### src/rtl/spi_loader_pkg.sv
// Shared request codes, transfer sizes and flash address helper for the bubble image loader.
package spi_loader_pkg;

    localparam logic [2:0] ACC_IDLE = 3'b000;
    localparam logic [2:0] ACC_BOOT = 3'b110;
    localparam logic [2:0] ACC_PAGE = 3'b111;

    localparam logic [7:0] READ_CMD = 8'h03;

    localparam int                CNT_W     = 14;
    localparam logic [CNT_W-1:0]  CMD_BITS  = 14'd8;
    localparam logic [CNT_W-1:0]  HDR_BITS  = 14'd32;
    localparam logic [CNT_W-1:0]  BOOT_BITS = 14'd8192;
    localparam logic [CNT_W-1:0]  PAGE_BITS = 14'd512;

    localparam logic [23:0] PAGE_BYTES  = 24'd64;
    localparam logic [23:0] PAGE_BASE   = 24'h000400;
    localparam int          IMAGE_SHIFT = 19;

    // Minimum nCS-high gap before a new transaction may begin.
    localparam logic [2:0]  COOL_CYCLES = 3'd4;

    typedef enum logic [2:0] {
        ST_IDLE,
        ST_CMD,
        ST_ADDR,
        ST_DATA,
        ST_DONE
    } state_t;

    function automatic logic is_load_code(input logic [2:0] code);
        return (code == ACC_BOOT) || (code == ACC_PAGE);
    endfunction

    function automatic logic [23:0] flash_addr(input logic [2:0]  img,
                                               input logic        page,
                                               input logic [11:0] abspos);
        logic [23:0] a;
        a = {21'd0, img} << IMAGE_SHIFT;
        if (page) begin
            a = a + PAGE_BASE + ({12'd0, abspos} * PAGE_BYTES);
        end
        return a;
    endfunction

endpackage

### src/rtl/spi_bit_engine.sv
// SPI mode-0 shifter: MCLK/2 serial clock, 32-bit header out, then samples N data bits on each CLK rise.
// nCS rises one MCLK after the last CLK fall; abort drops nCS on the next edge.
module spi_bit_engine
    import spi_loader_pkg::*;
(
    input  logic              clk_i,
    input  logic              rst_i,
    input  logic              start_i,
    input  logic              abort_i,
    input  logic [31:0]       hdr_i,
    input  logic [CNT_W-1:0]  nbits_i,
    input  logic              miso_i,
    output logic              ncs_o,
    output logic              sclk_o,
    output logic              mosi_o,
    output logic [CNT_W-1:0]  cnt_o,
    output logic              bit_vld_o,
    output logic              bit_dat_o,
    output logic              done_o
);

    logic              active_q;
    logic              tail_q;
    logic              ncs_q;
    logic              sclk_q;
    logic              mosi_q;
    logic              bit_vld_q;
    logic              bit_dat_q;
    logic [30:0]       sr_q;
    logic [CNT_W-1:0]  cnt_q;
    logic [CNT_W-1:0]  total_q;

    always_ff @(posedge clk_i) begin
        if (rst_i) begin
            active_q  <= 1'b0;
            tail_q    <= 1'b0;
            ncs_q     <= 1'b1;
            sclk_q    <= 1'b0;
            mosi_q    <= 1'b0;
            bit_vld_q <= 1'b0;
            bit_dat_q <= 1'b0;
            sr_q      <= '0;
            cnt_q     <= '0;
            total_q   <= '0;
        end else begin
            bit_vld_q <= 1'b0;
            if (abort_i) begin
                active_q <= 1'b0;
                tail_q   <= 1'b0;
                ncs_q    <= 1'b1;
                sclk_q   <= 1'b0;
                mosi_q   <= 1'b0;
            end else if (start_i) begin
                // First header bit is presented together with the nCS fall.
                active_q <= 1'b1;
                tail_q   <= 1'b0;
                ncs_q    <= 1'b0;
                sclk_q   <= 1'b0;
                mosi_q   <= hdr_i[31];
                sr_q     <= hdr_i[30:0];
                cnt_q    <= '0;
                total_q  <= HDR_BITS + nbits_i;
            end else if (tail_q) begin
                active_q <= 1'b0;
                tail_q   <= 1'b0;
                ncs_q    <= 1'b1;
            end else if (active_q && !sclk_q) begin
                sclk_q <= 1'b1;
                cnt_q  <= cnt_q + 1'b1;
                if (cnt_q >= HDR_BITS) begin
                    bit_vld_q <= 1'b1;
                    bit_dat_q <= miso_i;
                end
            end else if (active_q) begin
                sclk_q <= 1'b0;
                if (cnt_q == total_q) begin
                    tail_q <= 1'b1;
                end
                // Past the header the flash ignores MOSI; park it low.
                if (cnt_q < HDR_BITS) begin
                    mosi_q <= sr_q[30];
                    sr_q   <= {sr_q[29:0], 1'b0};
                end else begin
                    mosi_q <= 1'b0;
                end
            end
        end
    end

    assign ncs_o     = ncs_q;
    assign sclk_o    = sclk_q;
    assign mosi_o    = mosi_q;
    assign cnt_o     = cnt_q;
    assign bit_vld_o = bit_vld_q;
    assign bit_dat_o = bit_dat_q;
    assign done_o    = tail_q;

endmodule

### src/rtl/spi_loader.sv
// Loads one bootloop (8192 bits) or page (512 bits) image slice from SPI NOR into the bit buffer.
// Request on ACCTYPE edge to 110/111; ACCTYPE change mid-transfer aborts with nCS high on the next edge.
module spi_loader
    import spi_loader_pkg::*;
(
    input  logic         MCLK,
    input  logic         RST,
    input  logic [2:0]   IMGNUM,
    input  logic [2:0]   ACCTYPE,
    input  logic [11:0]  ABSPOS,
    output logic [14:0]  BUFWADDR,
    output logic         BUFWDATA,
    output logic         BUFWCLK,
    output logic         nCS,
    output logic         MOSI,
    input  logic         MISO,
    output logic         CLK,
    output logic         nWP,
    output logic         nHOLD
);

    logic [2:0]        acc_q;
    logic [2:0]        acc_prev_q;
    logic [2:0]        act_code_q;
    logic              pend_q;
    logic [2:0]        cool_q;
    state_t            state_q;
    logic [14:0]       wcnt_q;
    logic [14:0]       bufwaddr_q;
    logic              bufwdata_q;
    logic              bufwclk_q;
    logic              wpend_q;

    logic              eng_ncs;
    logic              eng_sclk;
    logic              eng_mosi;
    logic              eng_bit_vld;
    logic              eng_bit_dat;
    logic              eng_done;
    logic [CNT_W-1:0]  eng_cnt;

    logic              edge_d;
    logic              xfer_d;
    logic              abort_d;
    logic              start_d;
    logic              page_d;
    logic [31:0]       hdr_d;
    logic [CNT_W-1:0]  nbits_d;

    always_comb begin
        edge_d  = is_load_code(acc_q) && (acc_q != acc_prev_q);
        xfer_d  = (state_q == ST_CMD) || (state_q == ST_ADDR) || (state_q == ST_DATA);
        // Raw ACCTYPE so nCS rises on the very next edge after the request is withdrawn.
        abort_d = xfer_d && (ACCTYPE != act_code_q);
        start_d = (state_q == ST_IDLE) && is_load_code(acc_q) && (pend_q || edge_d)
                  && (cool_q == COOL_CYCLES);
        page_d  = (acc_q == ACC_PAGE);
        hdr_d   = {READ_CMD, flash_addr(IMGNUM, page_d, ABSPOS)};
        nbits_d = page_d ? PAGE_BITS : BOOT_BITS;
    end

    always_ff @(posedge MCLK) begin
        if (RST) begin
            acc_q      <= ACC_IDLE;
            acc_prev_q <= ACC_IDLE;
            act_code_q <= ACC_IDLE;
            pend_q     <= 1'b0;
            cool_q     <= '0;
            state_q    <= ST_IDLE;
            wcnt_q     <= '0;
            bufwaddr_q <= '0;
            bufwdata_q <= 1'b0;
            bufwclk_q  <= 1'b0;
            wpend_q    <= 1'b0;
        end else begin
            acc_q      <= ACCTYPE;
            acc_prev_q <= acc_q;

            // A request seen while still cooling down is held until it can be served.
            if (start_d) begin
                pend_q <= 1'b0;
            end else if (edge_d) begin
                pend_q <= 1'b1;
            end else if (!is_load_code(acc_q)) begin
                pend_q <= 1'b0;
            end

            if (!eng_ncs) begin
                cool_q <= '0;
            end else if (cool_q != COOL_CYCLES) begin
                cool_q <= cool_q + 3'd1;
            end

            case (state_q)
                ST_IDLE: begin
                    if (start_d) begin
                        state_q    <= ST_CMD;
                        act_code_q <= acc_q;
                        wcnt_q     <= '0;
                    end
                end
                ST_CMD: begin
                    if (abort_d) begin
                        state_q <= ST_IDLE;
                    end else if (eng_cnt >= CMD_BITS) begin
                        state_q <= ST_ADDR;
                    end
                end
                ST_ADDR: begin
                    if (abort_d) begin
                        state_q <= ST_IDLE;
                    end else if (eng_cnt >= HDR_BITS) begin
                        state_q <= ST_DATA;
                    end
                end
                ST_DATA: begin
                    if (abort_d) begin
                        state_q <= ST_IDLE;
                    end else if (eng_done) begin
                        state_q <= ST_DONE;
                    end
                end
                ST_DONE: begin
                    if (acc_q != act_code_q) begin
                        state_q <= ST_IDLE;
                    end
                end
                default: state_q <= ST_IDLE;
            endcase

            // Address/data land one edge ahead of the strobe so they are settled at its rise.
            wpend_q   <= eng_bit_vld && !abort_d;
            bufwclk_q <= wpend_q && !abort_d;
            if (eng_bit_vld && !abort_d) begin
                bufwaddr_q <= wcnt_q;
                bufwdata_q <= eng_bit_dat;
                wcnt_q     <= wcnt_q + 15'd1;
            end
        end
    end

    spi_bit_engine u_engine (
        .clk_i     (MCLK),
        .rst_i     (RST),
        .start_i   (start_d),
        .abort_i   (abort_d),
        .hdr_i     (hdr_d),
        .nbits_i   (nbits_d),
        .miso_i    (MISO),
        .ncs_o     (eng_ncs),
        .sclk_o    (eng_sclk),
        .mosi_o    (eng_mosi),
        .cnt_o     (eng_cnt),
        .bit_vld_o (eng_bit_vld),
        .bit_dat_o (eng_bit_dat),
        .done_o    (eng_done)
    );

    assign nCS      = eng_ncs;
    assign CLK      = eng_sclk;
    assign MOSI     = eng_mosi;
    assign BUFWADDR = bufwaddr_q;
    assign BUFWDATA = bufwdata_q;
    assign BUFWCLK  = bufwclk_q;
    assign nWP      = 1'b1;
    assign nHOLD    = 1'b1;

endmodule

### config.mk
export PLATFORM = sky130hd
export DESIGN_NAME = spi_loader
export DESIGN_NICKNAME = d
export VERILOG_FILES = /design/src/rtl/spi_loader_pkg.sv /design/src/rtl/spi_bit_engine.sv /design/src/rtl/spi_loader.sv
export SDC_FILE = /design/constraint.sdc
export NUM_CORES = 1
export LEC_CHECK = 0
export CAP_MARGIN = 30
export CORE_UTILIZATION = 40
export CTS_CLUSTER_DIAMETER = 120
export CTS_CLUSTER_SIZE = 28
export DETAILED_ROUTE_END_ITERATION = 16
export SYNTH_ARGS = -nofsm -noshare
export SYNTH_HDL_FRONTEND = slang
export SYNTH_SLANG_ARGS = --single-unit
export TNS_END_PERCENT = 30
### constraint.sdc
create_clock -name MCLK -period 3.8 [get_ports MCLK]
set_clock_uncertainty 0.2 [all_clocks]
set_input_delay 0.76 -clock MCLK [delete_from_list [all_inputs] [get_ports MCLK]]
set_output_delay 0.76 -clock MCLK [all_outputs]
set_load 0.1 [all_outputs]
# --- Word level (Yosys, flattened, before mapping) ---
# Index checks and enable logic that the tools add are counted.
classes:
  addsub: 6
  n_mul: 0
  n_div: 0
  order_cmp: 3
  eq_ne: 20
  shifts: 0
  mux: 33
  n_bitwise: 6
  n_reduce_logical: 37
op_table:
  columns: ["op", "count"]
  rows:
  - ["$mux W31", 5]
  - ["$mux W14", 4]
  - ["$mux W15", 3]
  - ["$add A23 B18 Y24", 1]
  - ["$mux W24", 1]
  - ["$mux W3", 8]
  - ["$add A22 B11 Y23 const B", 1]
  - ["$add A15 B1 Y15 const B", 1]
  - ["$pmux W3 S5", 1]
  - ["$reduce_and A5 Y1", 3]
  - ["$add A14 B1 Y14 const B", 1]
  - ["$add A6 B14 Y14 const A", 1]
  - ["$eq A14 B14 Y1", 1]
  - ["$ge A14 B4 Y1 const B", 1]
  - ["$ge A14 B6 Y1 const B", 1]
  - ["$lt A14 B6 Y1 const B", 1]
  - ["$reduce_bool A2 Y1", 7]
  - ["$eq A3 B3 Y1 const B", 4]
  - ["$mux W1", 11]
  - ["$ne A2 B2 Y1 const B", 5]
  - ["$ne A3 B2 Y1 const B", 3]
  - ["$ne A3 B3 Y1", 3]
  - ["$logic_and A1 B1 Y1", 8]
  - ["$reduce_and A2 Y1", 4]
  - ["other kinds (13)", 26]
word_totals:
  ff_bits: 115
  latchBits: 0
  ramBits: 0
  rom_bits: 0
  in_bits: 21
  output_inout_bits: 22
  wordCells: 126
  memories: 0

# --- Depth between registers and ports, before layout ---
# Gate-level depths: netlist (run 1).
logic_depth:
  word_depth: 9
  ltp_mapped: 8
  ltp_nobuf: 6

# --- Hierarchy ---
# Synthesis (run 1) repeated with hierarchy kept, for this count alone.
hier_totals:
  hier_cells: 656
  hier_area_um2: 5698.0
modules_own_cells:
  columns: ["module", "instances", "cells_each", "area_each_um2", "seq_area_each_um2"]
  rows:
  - ["spi_bit_engine", 1, 357, 3270.6, 1321.3]
  - ["spi_loader", 1, 299, 2427.3, 980.9]

# --- Least setup slack after synthesis (run 1) ---
# No wires, ideal clock.
synth_timing:
  path_type: "input-to-reg"
  from: "input port ACCTYPE[1]"
  to: "register wcnt_q[12]"
  setup_ns: 0.117
  t_arrival_ns: 2.038
  required_time_ns: 3.483
  slack_ns: 1.445
  path_stages: 7
  n_path_buf: 2
  cell_sequence: "xor2_1 -> o31ai_2 -> buf_2 -> and2_1 -> buf_2 -> o22ai_1 -> a22o_1"
synth_via:
  elab_chain_len: 6
  elab_cells_between_ends: 8
  cone_classes: "eq/ne: 1; mux: 1; reduce/logical: 6"
synth_rtl:
  columns: ["item", "line", "rtl"]
  rows:
  - ["start, declared", "spi_loader.sv:9", "input logic [2:0] ACCTYPE,"]
  - ["$ne A3 B3 Y1 *", "spi_loader.sv:54", "abort_d = xfer_d && (ACCTYPE != act_code_q);"]
  - ["$logic_and A1 B1 Y1 *", "spi_loader.sv:54", null]
  - ["$logic_not A1 Y1 *", "spi_loader.sv:134", "if (eng_bit_vld && !abort_d) begin"]
  - ["$logic_and A1 B1 Y1 *", "spi_loader.sv:134", null]
  - ["$reduce_bool A2 Y1 (no line)", null, null]
  - ["$reduce_and A2 Y1 (no line)", null, null]
  - ["end signal, assigned", "spi_loader.sv:137", "wcnt_q <= wcnt_q + 15'd1;"]
  - ["end, declared", "spi_loader.sv:28", "logic [14:0] wcnt_q;"]
# Every way passes the cells marked *; elsewhere a longest branch is shown, timed or not.
# A chain may end at the register's enable or synchronous reset.

# --- Worst setup path in the final report (run 1) ---
layout_timing:
  from: "register u_engine.sclk_q, in the netlist u_engine.sclk_o"
  to: "output port CLK"
layout_lines:
  columns: ["item", "line", "rtl"]
  rows:
  - ["start, declared", "spi_bit_engine.sv:25", "logic sclk_q;"]
  - ["start signal, assigned", "spi_bit_engine.sv:38", "sclk_q <= 1'b0;"]
  - ["start signal, assigned", "spi_bit_engine.sv:51", "sclk_q <= 1'b0;"]
  - ["start signal, assigned", "spi_bit_engine.sv:58", "sclk_q <= 1'b0;"]
  - ["end, declared", "spi_loader.sv:17", "output logic CLK,"]
# No word-level cell between the ends.

==> flow_summary.ini, run 1 <==
[timing]
setup_tns_ps = 0
drv_slew = 0
worst_pin_slew_ps = 994.2
timing.final.crit_share = 0.7641
setup_viol = 0
finalHoldViolations = 0
fin_crit_ps = 2904
clock.fmax_mhz = 344.4
rsz0062_at_grt = false
relSlewSlack = 0.3351

[critical_path]
critical_path.cell_chain = clkdlybuf4s50_1
critPathKind = reg2out
critPathMaxFanout = 5
cp-end-kind = output port
slowest_delay_ps = 1170
crit_buf_inv = 1
cp-start-kind = flop
critPathArrivalTime_ps = 1940
cp_top_family = buffers and inverters
cp_slowest_cell = clkdlybuf4s50_1
critPathRequiredTime_ps = 2840

[clock_network]
hold_buffers = 0
cts_buffers = 9
cts_root_buffer = clkbuf_8
cts.sinks = 98
htreeDepth = 3
clk_latency_ps = 360
post_cts_resized = 0
cts_tree = built
cts_buffer_depth = 2
cts_setup_buffers = 0
clk_pin_slew_ps = 90

[floorplan]
start_util = 0.4122
die_h_um = 107.7
core_area_sq_um = 10840
die_w_um = 107.7
dieArea_sq_um = 11600
io_pins = 43
placementRows = 38

[grt]
antenna_found_initial = 0
grt_first_pass_wirelength_mm = 16.42
grt_max_degree = 37
track_usage = 0.1805
first_global_vias = 3384
overflow = 0

[yosys]
synthesis.area_sq_um = 4468
synth_edf_count = 0
ys_dominant_reg_cell = dfxtp_1
async_flop_share = 0
yosysSeqAreaShare = 0.4391
ys_types = 53
avgSynthCellArea_sq_um = 8.592
yosys_register_bits = 98
synthCells = 520
yosys_warnings = 0

[placement]
gp_congestion = 0.8114
placement.cell_area_sq_um = 4930
hpwl_mm = 6.875
numPortBuffers = 40

[power_and_ir_drop]
p_leak_nw = 1.751
peakVddDrop_v = 0.0001677
power_frac_clock = 0.414
p_int_w = 0.001532
seq_power_share = 0.534
comb_power_share = 0.052
powerDensity_nw_per_um2 = 377.0
switching_share = 0.2144
p_switching_w = 0.0004183

[route]
vias_per_cell = 5.306
wirelength_mm = 9.900
ant_nets = 0
routed-via-count = 3688
first_pass_iters = 4
drtIter0Drc = 248
drcViolationCount = 0
routedWlPerCell_um = 14.24

[min_path]
worst_hold_path_type = reg2reg

[job]
max_cap_viol_count = 0

[final_layout]
insertedDiodeCount = 0
syn2layout_area_growth_pct = 15.79
stdcell_area_sq_um = 5174
drive_above_1_share = 0.05766
final_net_count = 577

[status]
outcome = finished clean
-- area by class of cell --
cell class	instances	area (sq um)
Fill cell	1080	5667
Clock inverter	4	98.84
Clock buffer	12	145.1
Timing Repair Buffer	48	455.4
Inverter	11	41.29
Sequential cell	98	1962
Multi-Input combinational cell	382	2296
Tap cell	140	175.2
-- cell usage in the layout, fill, tap and decap left out, types with 6 or more instances in the layout --
master            n
a211oi_1         15
a21oi_1          52
a31oi_1           7
and3_1           10
buf_4             8
clkbuf_8         10
clkdlybuf4s50_1  39
dfxtp_1          98
ha_1              6
inv_1            11
mux2i_1          26
nand2_1          65
nand3_1          27
nand4_1          10
nor2_1           46
nor2b_1          10
nor3_1           13
o21ai_0          13
xnor2_1          16
xor2_1           10
-- power groups by stage --
stage	Combinational, W	Clock, W	Sequential, W
floorplan	0.0000617	0	0.00107
global placement	0.0000996	0	0.00107
detailed placement	0.000101	0	0.00107
CTS	0.000102	0.000826	0.00104
global route	0.000112	0.000870	0.00104
finish	0.000101	0.000807	0.00104
-- cell families after synthesis --
group	after synthesis	synth area share
buffers and inverters	41	0.04788
DFF	98	0.4391
adders and majority gates	6	0.01680
AOI/OAI and AO/OA	111	0.1537
xor gates and xnor gates	26	0.05096
and+or+nand+nor	211	0.2324
muxes	26	0.05825
other	1	0.0008393
-- routing by layer --
layer	routed length, um	GRT usage	vias up
li1	-	-	1908
met1	4961	0.2545	1702
met2	4446	0.2743	71
met3	399	0.03753	7
met4	93	0.05479	0
met5	0	0	-
-- cell usage after synthesis (10+ instances only) --
cell      number  area (sq um)
o21ai_0       14         70.07
a211oi_1      15         112.6
nor3_1        13         65.06
nor2_1        46         172.7
dfxtp_1       98          1962
and3_1        10         62.56
inv_1         11         41.29
nor2b_1       10         62.56
mux2i_1       26         260.3
xor2_1        10         87.58
nand3_1       27         135.1
xnor2_1       16         140.1
clkbuf_1      14         52.55
nand2_1       65         244.0
a21oi_1       52         260.3
nand4_1       10         62.56
-- worst paths after layout --
check,slack [ps],endpoint,start,cells past startpoint
worst min register to register,260,BUFWADDR[4],BUFWADDR[4],2
worst min-delay path,260,BUFWADDR[4],BUFWADDR[4],2
worst max register to register,1380,wcnt_q[8],state_q[0],7
worst max-delay path,900,CLK,u_engine.sclk_o,1
-- through the flow --
stage / cells / setup slack [ps] / total power [W] / hold slack [ps] / util
floorplan: 521 / 1445 / 0.001127 / 232.0 / -
global placement: 679 / 713.5 / 0.001166 / 244.5 / 0.4548
detailed placement: 679 / 629.0 / 0.001168 / 248.7 / 0.4548
CTS: 695 / 866.3 / 0.001970 / 261.3 / 0.4773
global route: 695 / 840.4 / 0.002026 / 273.3 / 0.4773
finish: 695 / 896.5 / 0.001951 / 258.8 / 0.4773
-- state kept, by name, summed over array words and instances, names as in the netlist, 3 cells and up --
name              count
acc_q                 3
BUFWADDR             15
u_engine.cnt_o       14
u_engine.total_q      3
act_code_q            3
wcnt_q               15
u_engine.sr_q        25
acc_prev_q            3
state_q               3
cool_q                3
No activity file was read; power rests on OpenSTA's default activity.
==> run 2: changes to the inputs <==
- clock period: 3.8 -> 2.5 ns (I/O delays scaled with it)
==> flow_summary.ini, run 2 (synthesis gave the netlist of run 1 again) <==
[floorplan]
dieArea_sq_um = 11600
start_util = 0.4122
placementRows = 38
die_h_um = 107.7
io_pins = 43
core_area_sq_um = 10840
die_w_um = 107.7

[critical_path]
critPathKind = in2reg
cp_slowest_cell = clkdlybuf4s50_1
slowest_delay_ps = 490
critical_path.cell_chain = clkdlybuf4s50_1 -> xor2_1 -> o31ai_4 -> buf_4 -> nand3_1 -> inv_1 -> buf_12 -> and3_1 -> a211o_1
cp-start-kind = input pin
critPathMaxFanout = 15
critPathArrivalTime_ps = 2390
cp-end-kind = flop
critPathRequiredTime_ps = 2570

[placement]
placement.cell_area_sq_um = 5057
numPortBuffers = 40
gp_congestion = 0.7636
hpwl_mm = 7.240

[final_layout]
largest_reg_flops = 25
final_net_count = 594
drive_above_1_share = 0.1142
layout_common_cells = dfxtp_1 (98), nand2_1 (65), a21oi_1 (52), nor2_1 (46), buf_4 (41)
utilization = 0.4813
final_common_cell = dfxtp_1
stdcell_area_sq_um = 5218
insertedDiodeCount = 0
syn2layout_area_growth_pct = 16.77
top_register = u_engine.sr_q

[grt]
overflow = 0
antenna_found_initial = 0
first_global_vias = 3391
track_usage = 0.1843
grt_max_degree = 37
grt_first_pass_wirelength_mm = 16.68

[timing]
timing.final.crit_share = 0.9286
drv_slew = 0
finalHoldViolations = 0
rsz0062_at_grt = false
setup_viol = 0
fin_crit_ps = 2322
clock.fmax_mhz = 430.7

[route]
ant_nets = 0
drtIter0Drc = 220
vias_per_cell = 5.261
routedWlPerCell_um = 14.35
wirelength_mm = 10.18
drcViolationCount = 0
first_pass_iters = 4
routed-via-count = 3730

[clock_network]
cts_buffers = 9
cts_root_buffer = clkbuf_8
htreeDepth = 3
cts_buffer_depth = 2
cts.sinks = 98
clk_latency_ps = 370
clk_pin_slew_ps = 90
cts_tree = built

[power_and_ir_drop]
p_leak_nw = 1.839
powerDensity_nw_per_um2 = 499.9
peakVddDrop_v = 0.0002196

[min_path]
worst_hold_path_type = reg2reg

[job]
max_cap_viol_count = 0

[status]
outcome = finished clean
[run 2: changes by cell type in the layout (fill, tap and decap cells not counted), sizes merged]
cell / change
bufinv: -3
buf: +37
clkdlybuf4s50: -20
[run 2: worst paths after layout]
check               from                 end  slack [ps]  cells after the start
max           ACCTYPE[1]           wcnt_q[8]         180                      9
min          BUFWADDR[0]         BUFWADDR[0]         260                      2
max reg2reg    cool_q[0]  u_engine.cnt_o[13]         370                      7
min reg2reg  BUFWADDR[0]         BUFWADDR[0]         260                      2
[run 2: repair_timing]
item | CTS | global route
setup buffers | 0 | 0
hold buffers | 0 | 0
resized for setup | 0 | 2
endpoints found under the setup margin | 0 | 5
[run 2: cell type report]
class                   count  area [sq um]
fillers                  1064          5623
clock inverters             1         5.005
flip-flops and latches     98          1962
inverters                  11         41.29
clock buffers              12         135.1
multi-input cells         382          2316
repair buffers             65         583.1
well taps                 140         175.2
[run 2: power by group]
part | internal [W] | leakage (nW) | total [W] | switching [W]
clock network | 0.000346 | 0.0722 | 0.000859 | 0.000513
logic | 0.0000689 | 0.976 | 0.000164 | 0.0000954
registers | 0.00157 | 0.791 | 0.00159 | 0.0000122
[run 2: layer usage]
layer  GRT usage  wire [um]  vias up
met5           0          0        -
met4     0.05577         91        0
met3     0.03814        388        8
met2      0.2830       4391       59
met1      0.2579       5304     1731
li1            -          -     1932
[run 2: critical path, delay by kind of cell]
family,cells,cell delay (ps)
xor+xnor,1,320
buf+inv,4,890
simple gates,2,260
compound gates,2,410
[run 2: stage by stage]
stage,setup TNS [ps],cells,hold slack [ps],power [W],worst slack (ps)
global route,0,709,276.6,0.002726,66.59
detailed placement,-10330,696,248.5,0.001783,-260.8
global placement,-10370,696,243.6,0.001781,-269.6
CTS,0,709,260.4,0.002633,101.7
finish,0,709,255.9,0.002608,178.4
floorplan,0,521,232.0,0.001713,217.4
==> run 3: changes to the inputs <==
- clock period: 2.5 -> 2.3 ns (I/O delays scaled with it)
==> flow_summary.ini, run 3 (synthesis gave the netlist of run 1 again) <==
[timing]
fin_crit_ps = 2222
rsz0062_at_grt = true
timing.final.crit_share = 0.9661
setup_viol = 0
drv_slew = 0
relSlewSlack = 0.6551
worst_pin_slew_ps = 512.6
clock.fmax_mhz = 450.0
finalHoldViolations = 0
setup_tns_ps = 0

[critical_path]
r2r-start = state_q[1]
critPathKind = in2reg
critPathRequiredTime_ps = 2330
cp-start-kind = input pin
critical_path.cell_chain = clkdlybuf4s50_1 -> xor2_2 -> o31ai_4 -> buf_6 -> and3_4 -> buf_12 -> mux2i_1 -> a211oi_1
critPathMaxFanout = 25
cp-startpoint = ACCTYPE[0]
slowest_delay_ps = 450
critPathArrivalTime_ps = 2250
cp-end-kind = flop
cp_slowest_cell = clkdlybuf4s50_1

[grt]
grt_first_pass_wirelength_mm = 17.16
first_global_vias = 3603
track_usage = 0.1881
grt_max_degree = 39
antenna_found_initial = 0
overflow = 0

[min_path]
hp-start = ACCTYPE[2]
worst_hold_path_type = in2reg

[status]
outcome = finished clean

[job]
max_cap_viol_count = 0

[route]
drcViolationCount = 0
vias_per_cell = 5.222
routed-via-count = 3791
first_pass_iters = 4
routedWlPerCell_um = 14.14
drtIter0Drc = 157
wirelength_mm = 10.27
ant_nets = 0

[clock_network]
cts_tree = built
cts_buffers = 9
cts.sinks = 98
clk_latency_ps = 360
hold_buffers = 0
clk_pin_slew_ps = 90
cts_buffer_depth = 2
cts_root_buffer = clkbuf_8
htreeDepth = 3

[final_layout]
utilization = 0.4949
insertedDiodeCount = 0
largest_reg_flops = 25
final_net_count = 608
syn2layout_area_growth_pct = 20.08
top_register = u_engine.sr_q
drive_above_1_share = 0.1468
layout_common_cells = dfxtp_1 (98), nand2_1 (65), buf_4 (55), a21oi_1 (52), nor2_1 (46)
final_common_cell = dfxtp_1

[floorplan]
dieArea_sq_um = 11600
start_util = 0.4122
die_h_um = 107.7
placementRows = 38
io_pins = 43
core_area_sq_um = 10840
die_w_um = 107.7

[power_and_ir_drop]
p_leak_nw = 1.935
peakVddDrop_v = 0.0002217
powerDensity_nw_per_um2 = 540.3

[placement]
hpwl_mm = 7.325
gp_congestion = 0.7931
numPortBuffers = 40
run 3: path summary, 6_finish.rpt:
path	to	slack (ps)	cells past startpoint
max reg2reg	u_engine.cnt_o[12]	150	6
min	acc_q[2]	210	2
min reg2reg	BUFWADDR[0]	260	2
max	u_engine.sr_q[12]	80	8
run 3: cell type report:
cell class              count  area [sq um]
clock buffers              13         148.9
clock inverters             3         15.01
fillers                  1083          5475
inverters                  11         41.29
multi-input cells         382          2341
flip-flops and latches     98          1962
well taps                 140         175.2
repair buffers             79         681.9
run 3: power by group:
group,internal [W],switching (W)
Sequential,0.00171,0.0000112
Combinational,0.0000825,0.000109
Clock,0.000420,0.000566
run 3: stage by stage:
| stage | setup WS, ps | hold WS [ps] | total power, W | cells | cell area (sq um) |
|---|---|---|---|---|---|
| global placement | -423.2 | 246.4 | 0.001944 | 708 | 5135 |
| finish | 77.86 | 212.3 | 0.002899 | 726 | 5365 |
| CTS | 18.11 | 237.6 | 0.002938 | 724 | 5319 |
| global route | -15.78 | 213.3 | 0.003019 | 726 | 5365 |
| detailed placement | -474.3 | 247.9 | 0.001948 | 708 | 5135 |
| floorplan | 17.41 | 232.0 | 0.001862 | 521 | 4472 |
run 3: critical path, delay by kind of cell:
kind | cells | cell delay (ps)
buffers and inverters | 3 | 790
XOR/XNOR | 1 | 180
multiplexers | 1 | 230
AO/OA/AOI/OAI | 2 | 380
AND/OR/NAND/NOR | 1 | 180
run 3: timing repair:
item | in CTS | in global routing
resized for setup | 2 | 7
buffers inserted | 0 | 2
endpoints found under the setup margin | 24 | 43
hold endpoints to repair | 0 | 0
pin swaps | 0 | 2
run 3: per-layer routing:
| layer | part of all wire | vias up | global-route usage |
|---|---|---|---|
| met4 | 0.016 | 0 | 0.07926 |
| met3 | 0.038 | 13 | 0.03087 |
| met1 | 0.49 | 1774 | 0.2488 |
| li1 | - | 1949 | - |
| met2 | 0.45 | 55 | 0.3017 |
| met5 | 0 | - | 0 |
